==> config.mk <==
export PLATFORM = sky130hd
export DESIGN_NAME = ld_insn_scheduler
export DESIGN_NICKNAME = d
export VERILOG_FILES = /design/src/rtl/ld_insn_scheduler.sv
export SDC_FILE = /design/constraint.sdc
export NUM_CORES = 1
export LEC_CHECK = 0
export CAP_MARGIN = 5
export CORE_MARGIN = 2
export CORE_UTILIZATION = 25
export CTS_BUF_LIST = sky130_fd_sc_hd__clkbuf_16
export DETAILED_ROUTE_END_ITERATION = 10
export GPL_ROUTABILITY_DRIVEN = 0
export PLACE_DENSITY = 0.64
export SYNTH_ARGS = -nofsm -noshare
export SYNTH_HDL_FRONTEND = slang
export SYNTH_SLANG_ARGS = --single-unit
==> constraint.sdc <==
create_clock -name clk -period 2.3 [get_ports clk]
set_input_delay 0.345 -clock clk [delete_from_list [all_inputs] [get_ports clk]]
set_output_delay 0.345 -clock clk [all_outputs]
set_load 0.02 [all_outputs]
==> src/rtl/ld_insn_scheduler.sv <==
// ld_insn_scheduler
//
// Schedules load instructions from two requesters onto one address generator.
// Requester 0 is the input-load queue and requester 1 is the weight-load queue.
// Arbitration is round-robin. Each accepted instruction runs through the
// states IDLE -> CHECK -> ISSUE -> BUSY -> DONE. A rejected instruction goes
// from CHECK straight to DONE.
//
// Handshake: a request transfers on the rising clk edge where
// req_valid[i] && req_ready[i]. The requester holds req_valid and req_insn
// stable until that edge. req_ready is high only in IDLE and only for the
// granted index.
//
// Ports
//   clk, reset_n            clock; synchronous active-low reset
//   req_valid/req_ready     per-requester instruction handshake (2 bits)
//   req_insn                two packed instructions; requester i occupies
//                           bits [i*INSN_W +: INSN_W]
//   done                    one-cycle completion pulse to the owner requester
//   done_load_cnt/done_err  completion payload; valid only while done is high
//   busy                    high whenever the FSM is not in IDLE
//   gen_start               one-cycle start pulse to the address generator
//   gen_*                   registered generator configuration
//   gen_insn_done           generator instruction-complete level
//   gen_load_done           generator per-tile load-done level
module ld_insn_scheduler #(
    parameter int INP_NUM_W   = 10,
    parameter int INSN_UOP_W  = 16,
    parameter int INSN_ITER_W = 16,
    parameter int INSN_FAC_W  = 16,
    parameter int CNT_W       = 16,
    parameter int TIMEOUT_W   = 20,
    localparam int INSN_W = INP_NUM_W + 2*INSN_UOP_W + 1 + 2*INSN_ITER_W + 2*INSN_FAC_W
) (
    input  logic                    clk,
    input  logic                    reset_n,
    input  logic [1:0]              req_valid,
    output logic [1:0]              req_ready,
    input  logic [2*INSN_W-1:0]     req_insn,
    output logic [1:0]              done,
    output logic [CNT_W-1:0]        done_load_cnt,
    output logic                    done_err,
    output logic                    busy,
    output logic                    gen_start,
    output logic [INP_NUM_W-1:0]    gen_inp_num,
    output logic [INSN_UOP_W-1:0]   gen_uop_bgn,
    output logic [INSN_UOP_W:0]     gen_uop_end,
    output logic [INSN_ITER_W-1:0]  gen_iter_in,
    output logic [INSN_ITER_W-1:0]  gen_iter_out,
    output logic [INSN_FAC_W-1:0]   gen_factor_in,
    output logic [INSN_FAC_W-1:0]   gen_factor_out,
    input  logic                    gen_insn_done,
    input  logic                    gen_load_done
);

    // Field offsets inside a packed instruction, LSB first.
    localparam int OFS_UOP_BGN = INP_NUM_W;
    localparam int OFS_UOP_END = OFS_UOP_BGN + INSN_UOP_W;
    localparam int OFS_ITER_IN = OFS_UOP_END + INSN_UOP_W + 1;
    localparam int OFS_ITER_OUT = OFS_ITER_IN + INSN_ITER_W;
    localparam int OFS_FAC_IN  = OFS_ITER_OUT + INSN_ITER_W;
    localparam int OFS_FAC_OUT = OFS_FAC_IN + INSN_FAC_W;

    localparam logic [CNT_W-1:0]     CNT_MAX = '1;
    // The watchdog fires in the BUSY cycle where its next value would be
    // all-ones. With TIMEOUT_W = 4 that is the 15th BUSY cycle.
    localparam logic [TIMEOUT_W-1:0] WD_LAST = {{(TIMEOUT_W-1){1'b1}}, 1'b0};

    typedef enum logic [2:0] {
        IDLE  = 3'd0,
        CHECK = 3'd1,
        ISSUE = 3'd2,
        BUSY  = 3'd3,
        DONE  = 3'd4
    } state_t;

    state_t                 state, state_next;
    logic                   prio;
    logic                   owner;
    logic                   err;
    logic [CNT_W-1:0]       load_cnt;
    logic [TIMEOUT_W-1:0]   wd_cnt;

    logic                   grant_any;
    logic                   grant_idx;
    logic                   accept;
    logic [INSN_W-1:0]      sel_insn;
    logic                   reject;
    logic                   guard_cycle;
    logic                   insn_done_ok;
    logic                   timeout_hit;

    // Grant: a lone valid requester wins; on contention prio decides.
    always_comb begin
        grant_any = |req_valid;
        grant_idx = (req_valid == 2'b11) ? prio : req_valid[1];
        req_ready = 2'b00;
        if (state == IDLE && grant_any) begin
            req_ready = grant_idx ? 2'b10 : 2'b01;
        end
        accept   = |(req_valid & req_ready);
        sel_insn = grant_idx ? req_insn[2*INSN_W-1:INSN_W] : req_insn[INSN_W-1:0];
    end

    always_comb begin
        reject = (gen_iter_out == '0) || (gen_iter_in == '0) ||
                 (gen_uop_end <= {1'b0, gen_uop_bgn});
        // Watchdog is zero only in the first BUSY cycle; the generator's
        // insn_done level may still reflect the previous instruction there.
        guard_cycle  = (wd_cnt == '0);
        insn_done_ok = gen_insn_done && !guard_cycle;
        timeout_hit  = (wd_cnt == WD_LAST);
    end

    // Next-state logic
    always_comb begin
        state_next = state;
        case (state)
            IDLE:    if (accept) state_next = CHECK;
            CHECK:   state_next = reject ? DONE : ISSUE;
            ISSUE:   state_next = BUSY;
            BUSY:    if (insn_done_ok || timeout_hit) state_next = DONE;
            DONE:    state_next = IDLE;
            default: state_next = IDLE;
        endcase
    end

    // Outputs decoded from the registered state.
    always_comb begin
        busy          = (state != IDLE);
        gen_start     = (state == ISSUE);
        done          = 2'b00;
        done_load_cnt = '0;
        done_err      = 1'b0;
        if (state == DONE) begin
            done          = owner ? 2'b10 : 2'b01;
            done_load_cnt = load_cnt;
            done_err      = err;
        end
    end

    always_ff @(posedge clk) begin
        if (!reset_n) begin
            state          <= IDLE;
            prio           <= 1'b0;
            owner          <= 1'b0;
            err            <= 1'b0;
            load_cnt       <= '0;
            wd_cnt         <= '0;
            gen_inp_num    <= '0;
            gen_uop_bgn    <= '0;
            gen_uop_end    <= '0;
            gen_iter_in    <= '0;
            gen_iter_out   <= '0;
            gen_factor_in  <= '0;
            gen_factor_out <= '0;
        end else begin
            state <= state_next;
            case (state)
                IDLE: begin
                    if (accept) begin
                        gen_inp_num    <= sel_insn[0 +: INP_NUM_W];
                        gen_uop_bgn    <= sel_insn[OFS_UOP_BGN +: INSN_UOP_W];
                        gen_uop_end    <= sel_insn[OFS_UOP_END +: INSN_UOP_W+1];
                        gen_iter_in    <= sel_insn[OFS_ITER_IN +: INSN_ITER_W];
                        gen_iter_out   <= sel_insn[OFS_ITER_OUT +: INSN_ITER_W];
                        gen_factor_in  <= sel_insn[OFS_FAC_IN +: INSN_FAC_W];
                        gen_factor_out <= sel_insn[OFS_FAC_OUT +: INSN_FAC_W];
                        owner          <= grant_idx;
                        prio           <= ~grant_idx;
                        load_cnt       <= '0;
                        err            <= 1'b0;
                    end
                end
                CHECK: begin
                    if (reject) err <= 1'b1;
                end
                ISSUE: begin
                    wd_cnt <= '0;
                end
                BUSY: begin
                    wd_cnt <= wd_cnt + TIMEOUT_W'(1);
                    if (gen_load_done && load_cnt != CNT_MAX) begin
                        load_cnt <= load_cnt + CNT_W'(1);
                    end
                    // insn_done takes precedence over a simultaneous timeout.
                    if (!insn_done_ok && timeout_hit) err <= 1'b1;
                end
                default: ;
            endcase
        end
    end

endmodule

==> results of run 1 <==
placed cells by master (no fill, tap or decap), drive strengths merged, types with 7 or more instances in the layout:
master and instances:
nor2 87, nand3 23, a222oi 78, nor4 14, a21oi 31, nand4 19, a211oi 31, o21ai 18
o211ai 10, nand2 24, and2 27, dlygate4sd2 22, mux2i 32, or3 13, buf 36, ha 20
nor3 7, inv 75, dfxtp 149, clkbuf 17, clkdlybuf4s50 327, clkinv 7
registers in the layout (all words and copies together) (netlist names):
| name | count |
|---|---|
| load_cnt | 16 |
| prio | 1 |
| gen_iter_out | 16 |
| gen_inp_num | 10 |
| gen_factor_in | 16 |
| gen_iter_in | 16 |
| err | 1 |
| gen_factor_out | 16 |
| state | 3 |
| gen_uop_end | 17 |
| gen_uop_bgn | 16 |
| wd_cnt | 20 |
| owner | 1 |
final cells by class:
type                    count  area, um^2  area share
repair buffers            385        3820       0.329
well taps                 341         427      0.0367
multi-input cells         490        3510       0.302
inverters                  71         267      0.0230
clock inverters            15         156      0.0135
clock buffers              17         425      0.0366
flip-flops and latches    149        3010       0.259
worst max-delay path by stage:
stage	startpoint	endpoint	slack (ns)	cells after the start
final	gen_uop_bgn[8]	err	0.10	8
after global routing	gen_uop_bgn[8]	err	-0.02	8
after CTS	state[0]	busy	0.09	3
after detailed placement	req_valid[1]	gen_uop_bgn[14]	-0.003	7
after global placement	req_valid[1]	gen_uop_bgn[14]	0.04	7
after floorplan	gen_uop_bgn[14]	err	0.24	7
layer usage:
| metal | part of all wire | track usage | up-vias | wire length (um) |
|---|---|---|---|---|
| li1 | - | - | 3598 | - |
| met1 | 0.42 | 0.222 | 3471 | 11100 |
| met2 | 0.50 | 0.304 | 258 | 13200 |
| met3 | 0.056 | 0.0421 | 42 | 1500 |
| met4 | 0.030 | 0.0728 | 0 | 807 |
| met5 | 0 | 0 | - | 0 |
cells by family (layout without fill, tap and decap cells):
| group | count (synthesis) | in the layout |
|---|---|---|
| multiplexers | 35 | 35 |
| adder cells (fa/ha/maj) | 20 | 20 |
| buffers and inverters | 126 | 488 |
| AO/OA/AOI/OAI | 189 | 189 |
| XOR/XNOR | 1 | 1 |
| AND/OR/NAND/NOR | 245 | 245 |
| flip-flops | 149 | 149 |
power groups by stage:
| stage | logic, W | registers, W | clock network (W) |
|---|---|---|---|
| 2_1_floorplan | 0.00206 | 0.00426 | 0 |
| 3_3_place_gp | 0.00519 | 0.00371 | 0 |
| 3_5_place_dp | 0.00522 | 0.00372 | 0 |
| 4_1_cts | 0.00524 | 0.00368 | 0.00288 |
| 5_1_grt | 0.00573 | 0.00379 | 0.00300 |
| 6_report | 0.00529 | 0.00371 | 0.00280 |
through the flow:
stage / power [W] / util / cell area [um^2]
floorplan: 0.00631 / - / 6910
global placement: 0.00890 / 0.406 / 11000
detailed placement: 0.00894 / 0.406 / 11000
CTS: 0.0118 / 0.427 / 11500
global route: 0.0125 / 0.430 / 11600
finish: 0.0118 / 0.430 / 11600
timing repair:
action	in CTS	in global routing
endpoints found under the setup margin	23	3
cloned	0	0
pin swaps	1	9
hold buffers	0	0
resized for setup	26	21
setup buffers	0	3
worst reg2reg max path: stages (launching register included):
cell and delay [ns]:
dfxtp_2 0.35, inv_1 0.05, ha_1 0.31, nand4_1 0.17
buf_4 0.14, nor3_1 0.03, a2111oi_0 0.47, o211ai_1 0.31
a211oi_1 0.29
==> flow_metrics.py, run 1 <==
metrics = {
    "status": {
        "status": "finished, final reports clean",
    },
    "power": {
        "power_density_nw_per_um2": 1020,
        "cellLeakagePower_nw": 4.75,
        "switching_share": 0.381,
        "power.internal_w": 0.00730,
        "peakVddDrop_v": 0.000438,
        "p_clk_frac": 0.237,
        "power_switching_w": 0.00450,
        "combPwrFrac": 0.449,
        "p_seq_frac": 0.314,
    },
    "worst_setup_path": {
        "cp_num_buf_inv": 2,
        "crit_chain": "inv_1 > ha_1 > nand4_1 > buf_4 > nor3_1 > a2111oi_0 > o211ai_1 > a211oi_1",
        "crit_type": "flop to flop",
        "cp_max_fo": 3,
        "slowest_delay_ns": 0.47,
        "endpoint_kind": "flop",
        "r2r-start": "gen_uop_bgn[8]",
        "reg2reg_slack_ns": 0.10,
        "r2r-end": "err",
        "cp.arrival_ns": 2.53,
        "slowest_stage": "a2111oi_0",
        "rr_worst_depth": 8,
        "cp-start-kind": "flop",
        "required_ns": 2.63,
        "critPathTopFamily": "compound AO/OA/AOI/OAI gates",
    },
    "logic_synthesis": {
        "yosysSeqAreaShare": 0.431,
        "synth_adder_area_share": 0.0362,
        "synth_edf_count": 0,
        "synth_top_family_by_area": "compound AO/OA/AOI/OAI gates",
        "synthMostInstantiatedCell": "dfxtp_1",
        "synth_common_cells": "149 x dfxtp_1, 86 x nor2_1, 78 x a222oi_1, 69 x inv_1, 34 x clkbuf_1",
        "synth-compound-area-share": 0.220,
        "ys_top_cells_by_area": "dfxtp_1 43%, a222oi_1 11%, nor2_1 4.7%",
        "synth.mux.area_fraction": 0.0512,
        "yosys.area.top_type": "dfxtp_1",
        "synth_xor_area_frac": 0.00127,
        "syn_nets": 1005,
        "avgSynthCellArea_um2": 9.04,
        "synth-simple-area-share": 0.187,
        "synth_area_um2": 6910,
        "yosys_warnings": 0,
        "synth_top_area_share": 0.431,
        "async_flop_share": 0,
        "ys.flop_type": "dfxtp_1",
        "ys_ff_latch": 149,
        "synthCells": 765,
        "synth_cell_types": 58,
    },
    "sta": {
        "post-route-period-util": 0.955,
        "clock_skew_ns": 0.0147,
        "fin_crit_ns": 2.20,
        "setup_viol": 0,
        "tightest_slew_ns": 0.650,
        "hold_violations": 0,
        "fmax_mhz": 456,
        "setup_tns_ns": 0,
        "hold_ws_ns": 0.477,
        "drv_slew": 0,
        "setup_ws_ns": 0.105,
        "slew_headroom": 0.567,
    },
    "cells_and_area": {
        "finalNonFillerCells": 1468,
        "drive_gt1_frac": 0.101,
        "syn_to_final_growth_pct": 67.9,
        "diodes": 0,
        "fillerInstances": 2684,
        "nets": 1354,
    },
    "placement": {
        "pre_cts_ws_ns": -0.00296,
        "dp_hpwl_um": 20400,
        "placedCellCount": 1433,
        "port_buffers": 349,
    },
    "route": {
        "wl_per_cell_um": 18.2,
        "vias": 7369,
        "postRouteAntennaNets": 0,
        "wl_um": 26700,
        "viasPerCell": 5.02,
        "route.detailed.drc": 0,
        "dr.pass1.iters": 9,
        "drt-initial-drc-count": 589,
    },
    "flow_run": {
        "max_cap_violations": 0,
    },
    "floorplan": {
        "die-area_um2": 29000,
        "initial_core_util": 0.256,
        "die_y_um": 170,
        "core-area_um2": 27000,
        "die_x_um": 170,
        "row_count": 60,
        "io_pins": 350,
    },
    "global_route": {
        "grt_pass1_wl_um": 40700,
        "grt_antenna_before_repair": 0,
        "grt_pass1_vias": 7179,
        "grtUsageTotal": 0.181,
        "overflow": 0,
        "grt_max_degree": 59,
    },
    "clock_tree": {
        "htreeDepth": 4,
        "clockBufferDepth": 2,
        "clock-root-buffer": "clkbuf_16",
        "clk_pin_slew_ns": 0.06,
        "clock-sinks": 149,
        "numCtsBuffers": 17,
        "cts_tree": "yes",
        "clk_latency_ns": 0.42,
    },
    "min_path": {
        "hold_class": "flop to flop",
        "hold_path_depth": 2,
        "min_from": "gen_inp_num[3]",
        "min_to": "gen_inp_num[3]",
    },
}
Power figures use the tool's default switching activity.
==> run 2, diff against run 1 <==
--- a/config.mk
+++ b/config.mk
@@ -6,12 +6,14 @@
 export NUM_CORES = 1
 export LEC_CHECK = 0
 export CAP_MARGIN = 5
+export CELL_PAD_IN_SITES_DETAIL_PLACEMENT = 0
+export CELL_PAD_IN_SITES_GLOBAL_PLACEMENT = 1
 export CORE_MARGIN = 2
 export CORE_UTILIZATION = 25
 export CTS_BUF_LIST = sky130_fd_sc_hd__clkbuf_16
 export DETAILED_ROUTE_END_ITERATION = 10
 export GPL_ROUTABILITY_DRIVEN = 0
-export PLACE_DENSITY = 0.64
+export PLACE_DENSITY = 0.82
 export SYNTH_ARGS = -nofsm -noshare
 export SYNTH_HDL_FRONTEND = slang
 export SYNTH_SLANG_ARGS = --single-unit
==> flow_metrics.py, run 2 (synthesis gave the netlist of run 1 again) <==
metrics = {
    "worst_setup_path": {
        "crit_type": "flop to output port",
        "rr_worst_depth": 8,
        "r2r-end": "err",
        "cp_max_fo": 6,
        "cp-start-kind": "flop",
        "required_ns": 1.96,
        "r2r-start": "gen_uop_bgn[10]",
        "reg2reg_slack_ns": 0.18,
        "endpoint_kind": "output port",
        "cp.arrival_ns": 1.86,
    },
    "floorplan": {
        "die_y_um": 170,
        "row_count": 60,
        "die-area_um2": 29000,
        "core-area_um2": 27000,
        "die_x_um": 170,
        "initial_core_util": 0.256,
        "io_pins": 350,
    },
    "cells_and_area": {
        "final_common_cell": "clkdlybuf4s50_1",
        "largest_reg_flops": 20,
        "drive_gt1_frac": 0.0768,
        "top_regs": "wd_cnt (20), gen_uop_end (17)",
        "regMostFlops": "wd_cnt",
        "syn_to_final_growth_pct": 66.2,
        "fillerInstances": 2667,
        "nets": 1347,
        "fin_util": 0.425,
        "finalNonFillerCells": 1462,
        "mostFrequentLayoutCells": "328 x clkdlybuf4s50_1, 146 x dfxtp_1, 85 x nor2_1, 78 x a222oi_1, 69 x inv_1",
    },
    "sta": {
        "hold_ws_ns": 0.476,
        "post-route-period-util": 0.957,
        "tightest_slew_ns": 0.572,
        "fin_crit_ns": 2.20,
        "drv_slew": 0,
        "setup_tns_ns": 0,
        "setup_viol": 0,
        "rsz0062_at_grt": "false",
        "fmax_mhz": 454,
        "slew_headroom": 0.614,
        "clock_skew_ns": 0.0144,
        "hold_violations": 0,
    },
    "clock_tree": {
        "clock-sinks": 149,
        "cts_tree": "yes",
        "numCtsBuffers": 17,
        "htreeDepth": 4,
        "clk_latency_ns": 0.41,
        "cts_hold_buffers": 0,
        "postCtsSetupBuffers": 0,
        "clock-root-buffer": "clkbuf_16",
        "clk_pin_slew_ns": 0.07,
        "clockBufferDepth": 2,
    },
    "route": {
        "vias": 7350,
        "route.detailed.drc": 0,
        "viasPerCell": 5.03,
        "dr.pass1.iters": 7,
        "drt-initial-drc-count": 671,
        "wl_per_cell_um": 18.3,
        "wl_um": 26700,
        "postRouteAntennaNets": 0,
    },
    "global_route": {
        "grtUsageTotal": 0.179,
        "grt_max_degree": 64,
        "overflow": 0,
        "grt_pass1_vias": 7318,
        "grt_pass1_wl_um": 40600,
        "grt_antenna_before_repair": 1,
    },
    "status": {
        "status": "finished, final reports clean",
    },
    "min_path": {
        "min_to": "gen_inp_num[5]",
        "hold_path_depth": 2,
        "min_from": "gen_inp_num[5]",
        "hold_class": "flop to flop",
    },
    "flow_run": {
        "max_cap_violations": 0,
    },
    "placement": {
        "port_buffers": 349,
        "placedCellCount": 1429,
        "dp_hpwl_um": 19900,
    },
    "power": {
        "peakVddDrop_v": 0.000446,
        "cellLeakagePower_nw": 4.69,
        "power_density_nw_per_um2": 1010,
    },
}
run 2: cell types whose count changed in the layout (fill, tap and decap cells not counted), moves of 3 or more:
cell | before | now
dfxtp_1 | 131 | 146
dfxtp_2 | 18 | 3
buf_4 | 29 | 22
inv_6 | 2 | 5
run 2: per-stage QoR:
| step | instance area, um^2 | power (W) | setup WS, ns |
|---|---|---|---|
| finish | 11500 | 0.0116 | 0.0988 |
| global route | 11500 | 0.0123 | 0.00244 |
| CTS | 11500 | 0.0117 | 0.00694 |
| detailed placement | 10900 | 0.00893 | 0.0739 |
| global placement | 10900 | 0.00888 | 0.0838 |
| floorplan | 6910 | 0.00631 | 0.244 |
run 2: power breakdown:
part           leakage, nW  internal (W)  switching (W)
Combinational         3.20       0.00241        0.00279
Clock                0.270       0.00152        0.00124
Sequential            1.22       0.00318       0.000478
Total                 4.69       0.00711        0.00450
run 2: metal layers:
metal,wire [um],up-vias,GRT usage
met4,473,0,0.0517
li1,-,3590,-
met2,13400,271,0.309
met5,0,-,0
met1,11000,3461,0.219
met3,1750,28,0.0488
run 2: cell type report:
| type | instances | area, um^2 | share of cell area |
|---|---|---|---|
| Clock buffer | 17 | 425 | 0.0370 |
| Inverter | 71 | 267 | 0.0232 |
| Timing Repair Buffer | 378 | 3770 | 0.328 |
| Tap cell | 341 | 427 | 0.0371 |
| Sequential cell | 149 | 2990 | 0.260 |
| Clock inverter | 15 | 144 | 0.0125 |
| Multi-Input combinational cell | 490 | 3470 | 0.302 |
| Antenna cell | 1 | 2.50 | 0.000218 |
run 2: timing repair:
action,CTS,global route
gates resized for setup,23,2
gates cloned,0,0
endpoints found under the setup margin,21,3
hold endpoints to repair,0,0
pin swaps,0,3
run 2: critical path, stage by stage (launching register included):
cell and delay, ns:
dfxtp_2 0.37, nor3_4 0.21, inv_2 0.12, nor2_4 0.13
clkdlybuf4s50_1 0.61
run 2: worst max path at each step:
stage | slack, ns | from | end
5_1_grt | 0.002 | gen_uop_bgn[10] | err
2_1_floorplan | 0.24 | gen_uop_bgn[14] | err
6_report | 0.1 | state[0] | req_ready[1]
4_1_cts | 0.007 | state[0] | busy
3_5_place_dp | 0.07 | req_valid[1] | load_cnt[11]
3_3_place_gp | 0.08 | req_valid[1] | load_cnt[11]
